--- src/rtl/mole_pkg.sv ---
// Shared types and constants for the whack-a-mole hit judge.
// Provides the FSM state encoding and a one-hot to index decoder with validity flag.
package mole_pkg;

  localparam int         NUM_HOLES = 8;
  localparam int         IDX_W     = 3;
  localparam logic [7:0] BCD_MAX   = 8'h99;

  typedef enum logic [1:0] {
    IDLE   = 2'd0,
    ARMED  = 2'd1,
    RESULT = 2'd2
  } state_e;

  typedef struct packed {
    logic             vld;
    logic [IDX_W-1:0] idx;
  } mole_dec_t;

  // vld is set only when exactly one bit is high; idx is then its position.
  function automatic mole_dec_t onehot_decode(input logic [NUM_HOLES-1:0] oh);
    mole_dec_t   r;
    int unsigned ones;
    r.vld = 1'b0;
    r.idx = '0;
    ones  = 0;
    for (int i = 0; i < NUM_HOLES; i++) begin
      if (oh[i]) begin
        ones++;
        r.idx = IDX_W'(i);
      end
    end
    r.vld = (ones == 1);
    return r;
  endfunction

endpackage

--- src/rtl/bcd_score_counter.sv ---
// Two-digit BCD score register: clear, +1, -1 per cycle, saturating at 00 and 99.
// Registered output, one-cycle update; no backpressure (clear > dec > inc).
module bcd_score_counter
  import mole_pkg::*;
(
  input  logic       clk,
  input  logic       rst,
  input  logic       inc_i,
  input  logic       dec_i,
  input  logic       clr_i,
  output logic [7:0] score_o
);

  logic [7:0] score_q, score_d;

  always_comb begin
    score_d = score_q;
    if (clr_i) begin
      score_d = 8'h00;
    end else if (dec_i) begin
      if (score_q != 8'h00) begin
        if (score_q[3:0] == 4'd0) begin
          score_d = {score_q[7:4] - 4'd1, 4'd9};
        end else begin
          score_d = {score_q[7:4], score_q[3:0] - 4'd1};
        end
      end
    end else if (inc_i) begin
      if (score_q != BCD_MAX) begin
        if (score_q[3:0] == 4'd9) begin
          score_d = {score_q[7:4] + 4'd1, 4'd0};
        end else begin
          score_d = {score_q[7:4], score_q[3:0] + 4'd1};
        end
      end
    end
  end

  always_ff @(posedge clk or posedge rst) begin
    if (rst) begin
      score_q <= 8'h00;
    end else begin
      score_q <= score_d;
    end
  end

  assign score_o = score_q;

endmodule

--- src/rtl/mole_hit_judge.sv ---
// Judges one whack-a-mole round per accepted mole_stb and keeps a BCD score.
// Switch-to-hit latency 3 clk; no backpressure. MOLE_PENALTY_EN enables wrong-switch penalties.
module mole_hit_judge
  import mole_pkg::*;
#(
  parameter int WINDOW = 50_000_000,
  parameter int WIN_W  = 26
) (
  input  logic                 clk,
  input  logic                 rst,
  input  logic [NUM_HOLES-1:0] mole_led,
  input  logic                 mole_stb,
  input  logic [NUM_HOLES-1:0] sw,
  output logic                 hit,
  output logic                 miss,
  output logic                 bad_mole,
  output logic                 armed,
  output logic [IDX_W-1:0]     mole_idx,
  output logic [7:0]           score
);

  logic [NUM_HOLES-1:0] sw_meta_q, sw_sync_q, sw_prev_q;
  logic [NUM_HOLES-1:0] sw_rise;

  state_e           state_q, state_d;
  logic [WIN_W-1:0] cnt_q, cnt_d;
  logic [IDX_W-1:0] idx_q, idx_d;
  logic             hit_q, hit_d;
  logic             miss_q, miss_d;
  logic             bad_q, bad_d;
  logic             pen_d;

  mole_dec_t dec;
  logic      stb_ok, stb_bad;
  logic      good_whack, pen_whack;

  always_ff @(posedge clk or posedge rst) begin
    if (rst) begin
      sw_meta_q <= '0;
      sw_sync_q <= '0;
      sw_prev_q <= '0;
    end else begin
      sw_meta_q <= sw;
      sw_sync_q <= sw_meta_q;
      sw_prev_q <= sw_sync_q;
    end
  end

  // A switch held high never re-triggers; only a fresh 0->1 counts.
  assign sw_rise = sw_sync_q & ~sw_prev_q;

  assign dec        = onehot_decode(mole_led);
  assign stb_ok     = mole_stb & dec.vld;
  assign stb_bad    = mole_stb & ~dec.vld;
  assign good_whack = sw_rise[idx_q];

`ifdef MOLE_PENALTY_EN
  logic [NUM_HOLES-1:0] hole_mask;
  assign hole_mask = NUM_HOLES'(1) << idx_q;
  assign pen_whack = |(sw_rise & ~hole_mask);
`else
  assign pen_whack = 1'b0;
`endif

  always_comb begin
    state_d = state_q;
    cnt_d   = cnt_q;
    idx_d   = idx_q;
    hit_d   = 1'b0;
    miss_d  = 1'b0;
    bad_d   = 1'b0;
    pen_d   = 1'b0;
    case (state_q)
      IDLE, RESULT: begin
        state_d = IDLE;
        bad_d   = stb_bad;
        if (stb_ok) begin
          idx_d   = dec.idx;
          cnt_d   = '0;
          state_d = ARMED;
        end
      end
      ARMED: begin
        cnt_d = cnt_q + 1'b1;
        bad_d = stb_bad;
        // Penalty beats a correct whack, a correct whack beats timeout.
        if (pen_whack) begin
          miss_d  = 1'b1;
          pen_d   = 1'b1;
          state_d = RESULT;
        end else if (good_whack) begin
          hit_d   = 1'b1;
          state_d = RESULT;
        end else if (cnt_q == WIN_W'(WINDOW - 1)) begin
          miss_d  = 1'b1;
          state_d = RESULT;
        end else if (stb_ok) begin
          miss_d  = 1'b1;
        end
        // A valid new mole always re-arms, whatever happened to the old one.
        if (stb_ok) begin
          idx_d   = dec.idx;
          cnt_d   = '0;
          state_d = ARMED;
        end
      end
      default: begin
        state_d = IDLE;
      end
    endcase
  end

  always_ff @(posedge clk or posedge rst) begin
    if (rst) begin
      state_q <= IDLE;
      cnt_q   <= '0;
      idx_q   <= '0;
      hit_q   <= 1'b0;
      miss_q  <= 1'b0;
      bad_q   <= 1'b0;
    end else begin
      state_q <= state_d;
      cnt_q   <= cnt_d;
      idx_q   <= idx_d;
      hit_q   <= hit_d;
      miss_q  <= miss_d;
      bad_q   <= bad_d;
    end
  end

  bcd_score_counter u_score (
    .clk    (clk),
    .rst    (rst),
    .inc_i  (hit_d),
    .dec_i  (pen_d),
    .clr_i  (1'b0),
    .score_o(score)
  );

  assign hit      = hit_q;
  assign miss     = miss_q;
  assign bad_mole = bad_q;
  assign armed    = (state_q == ARMED);
  assign mole_idx = idx_q;

endmodule

--- config.mk ---
export PLATFORM = sky130hd
export DESIGN_NAME = mole_hit_judge
export DESIGN_NICKNAME = d
export VERILOG_FILES = /design/src/rtl/mole_pkg.sv /design/src/rtl/bcd_score_counter.sv /design/src/rtl/mole_hit_judge.sv
export SDC_FILE = /design/constraint.sdc
export NUM_CORES = 1
export LEC_CHECK = 0
export CAP_MARGIN = 5
export CORE_MARGIN = 2
export CORE_UTILIZATION = 58
export DETAILED_ROUTE_END_ITERATION = 7
export GPL_TIMING_DRIVEN = 1
export PLACE_DENSITY = 0.8
export SKIP_CTS_REPAIR_TIMING = 1
export SYNTH_ARGS = -nofsm -noshare
export SYNTH_HDL_FRONTEND = slang
export SYNTH_SLANG_ARGS = --single-unit
--- constraint.sdc ---
create_clock -name clk -period 7 [get_ports clk]
set_input_delay 1.4 -clock clk [delete_from_list [all_inputs] [get_ports clk]]
set_output_delay 1.4 -clock clk [all_outputs]
set_load 0.01 [all_outputs]
==> metrics.md, run 1 <==
| Metric | Value |
|---|---|
| Outcome | `finished, final reports clean` |
| Critical Path RT | `7.23 ns` |
| Total gr overflow | `0` |
| DRT Wirelength | `6710 um` |
| RSZ-0062 raised after global routing | `false` |
| WL/cell | `between 10 and 15 um` |
| Syn Area/Cell | `10.2 um^2` |
| Maximum VDD drop | `~190 uV` |
| Synth Cell Area | `around 0.0034 mm^2` |
| Die W | `81.0 um` |
| Async SR Flop Fraction | `100%` |
| Clock sink count | `66` |
| Worst Setup End Kind | `flop` |
| Fillers | `456` |
| Setup Skew | `around 0.0094 ns` |
| Global placement routability congestion | `0.812` |
| Clock Path Buffers | `2` |
| Area after DPL | `approximately 0.0039 mm^2` |
| Netlist cell types | `57` |
| Crit Path Max Fanout | `23` |
| CP Class | `input pin to flop` |
| CTS tree | `yes` |
| Crit-path slowest cell | `clkdlybuf4s50_1` |
| Total power per unit cell area | `~310 mW/mm^2` |
| DIE HEIGHT | `roughly 81 um` |
| Root buf cell | `clkbuf_8` |
| H-tree depth | `3` |
| CP startpoint kind | `input pin` |
| Post-route DRC | `0` |
| Ys flop type | `dfrtp_1` |
| Global router's overall resource usage | `22.7%` |
| Max frequency | `approximately 150 MHz` |
| Post-route design area | `0.00408 mm^2` |
| Synth-to-layout area growth | `18.8%` |
| Largest net degree at the start of global routing | `67` |
| DRT antenna net count | `0` |
| Boundary pin count | `34` |
| Final min period | `between 6 and 7 ns` |
| Total Nets Final | `406` |
| Vias | `2670` |
| Max-Cap Viols | `0` |
| DIE AREA | `between 0.006 and 0.007 mm^2` |
| Synthesis-stage register bit count | `between 60 and 70` |
| Core area | `~0.0058 mm^2` |
| Total CTS buffers | `9` |
| First drt pass iteration count | `5` |
| Clk_lat worst skew | `approximately 0.34 ns` |
| Placed cell count | `441` |
| Post-synth EDFFs | `0` |
| Final Power | `0.00125 W` |
| Critical Path Max Stage Delay | `0.49 ns` |
| HPWL Detailed | `~4700 um` |
| Tightest Hold Check Type | `flop to flop` |
| First-pass GRT wire length | `11500 um` |
| Layout cells sized above 1 | `12.9%` |
| Initial antenna violation count | `0` |
| Utilization after layout | `between 70% and 80%` |
| P_leak | `1.79 nW` |
| Hold Vio Cnt, Final | `0` |
| IO buf count | `33` |
| Setup TNS | `0 ns` |
| Initial core utilization | `59.1%` |
| Slew margin rel. | `46.7%` |
| Ant diodes | `0` |
| # rows | `28` |
| DR iter-0 viols | `178` |
| Sequential cell area fraction in the yosys report | `48.1%` |
| Final period util | `94.4%` |
| Net Count, Synth | `365` |
| YS warnings | `0` |
| Vias in the first global route | `2608` |
| Worst-margin pin slew | `about 0.80 ns` |
| Vias/cell | `5.87` |
| CP dominant cell by count | `ha_1` |
| Final setup viols | `0` |
| Syn Inst Count | `336` |
| Reg clk slew, reported paths | `roughly 0.070 ns` |
| Layout Cells excl Fill | `455` |
| Arr. time, crit path | `6.84 ns` |
| Count of pins over their slew limit | `0` |
-- routing by layer --
metal	routed length [um]	track usage [%]	up-vias	share of wire (%)
met3	324	4.78	11	4.8
met2	3310	36.9	86	49
met5	0	0	-	0
met1	2980	29.5	1290	44
met4	95	9.83	0	1.4
li1	-	-	1283	-
-- synthesized netlist by cell type, types with 6 or more instances --
library cell  count  area, um^2
nand3_1          17        85.1
o311ai_1          6        52.6
nand3b_1          6        45.0
nand4_1           7        43.8
ha_1             10         125
o21ai_0          12        60.1
nand2_1          37         139
dfrtp_1          66        1650
a22o_1            7        61.3
xor2_1            8        70.1
inv_1            17        63.8
nor2_1           30         113
a21o_1            7        52.6
a31oi_1           6        37.5
a21oi_1          13        65.1
-- flip-flops by register name, summed over array words and instances, names as in the netlist --
name	flops
bad_mole	1
cnt_q	26
hit	1
miss	1
mole_idx	3
state_q	2
sw_meta_q	8
sw_prev_q	8
sw_sync_q	8
u_score.score_o	8
-- through the flow --
stage / hold WS (ns) / setup WS, ns
floorplan: 0.331 / 0.974
global placement: 0.332 / 0.260
detailed placement: 0.339 / 0.0748
CTS: 0.355 / 0.428
global route: 0.358 / 0.103
finish: 0.350 / 0.389
-- worst paths after layout --
check                              from            endpoint  slack (ns)  cells after the start
min                        sw_meta_q[4]        sw_sync_q[4]        0.35                      0
max                         mole_led[0]           cnt_q[23]        0.39                     25
min reg2reg                sw_meta_q[4]        sw_sync_q[4]        0.35                      0
max in group asynchronous           rst        sw_meta_q[3]        4.86                      3
min in group asynchronous           rst  u_score.score_o[4]        1.61                      3
max reg2reg                    cnt_q[0]           cnt_q[22]        4.32                      9
-- layout make-up --
class	instances	area [um^2]	area share, %
Multi-Input combinational cell	243	1660	40.6
Sequential cell	66	1650	40.5
Timing Repair Buffer	39	388	9.50
Clock buffer	12	165	4.05
Tap cell	75	93.8	2.30
Inverter	18	67.6	1.65
Clock inverter	2	60.1	1.47
-- where the power goes --
part / internal, W / switching (W) / total, W
sequential: 0.000430 / 0.0000490 / 0.000479
combinational: 0.000193 / 0.000212 / 0.000405
clock: 0.000226 / 0.000139 / 0.000365
total: 0.000849 / 0.000400 / 0.00125
-- critical path: cells and delay by family --
family	cells	cell delay [ns]
xor gates and xnor gates	1	0.42
adders and majority gates	6	1.86
and+or+nand+nor	6	1.14
AOI/OAI and AO/OA	7	0.94
muxes	1	0.28
buffers and inverters	4	0.79
-- cells by family (layout without fill, tap and decap cells) --
group | Yosys count | after routing | synth area share [%]
AO/OA/AOI/OAI | 71 | 71 | 14.7
XOR/XNOR | 18 | 18 | 6.44
adder cells (fa/ha/maj) | 10 | 10 | 3.64
buffers and inverters | 27 | 71 | 3.75
flip-flops | 66 | 66 | 48.1
multiplexers | 4 | 4 | 1.71
AND/OR/NAND/NOR | 140 | 140 | 21.7
-- cell usage in the layout, fill, tap and decap left out, types with 7 or more instances in the layout --
cell type / count
a21o_1: 7
a21oi_1: 13
a22o_1: 7
clkbuf_8: 12
clkdlybuf4s50_1: 33
dfrtp_1: 66
ha_1: 10
inv_1: 16
nand2_1: 37
nand3_1: 17
nand4_1: 7
nor2_1: 30
o21ai_0: 12
xor2_1: 8
No activity file was read; power rests on OpenSTA's default activity.
==> run 2: changes to the inputs <==
--- a/config.mk
+++ b/config.mk
@@ -8,6 +8,7 @@
 export CAP_MARGIN = 5
 export CORE_MARGIN = 2
 export CORE_UTILIZATION = 58
+export CTS_CLUSTER_SIZE = 8
 export DETAILED_ROUTE_END_ITERATION = 7
 export GPL_TIMING_DRIVEN = 1
 export PLACE_DENSITY = 0.8
==> results of run 2 <==
No change in the layout: final DEF, timing and power equal those of run 1.
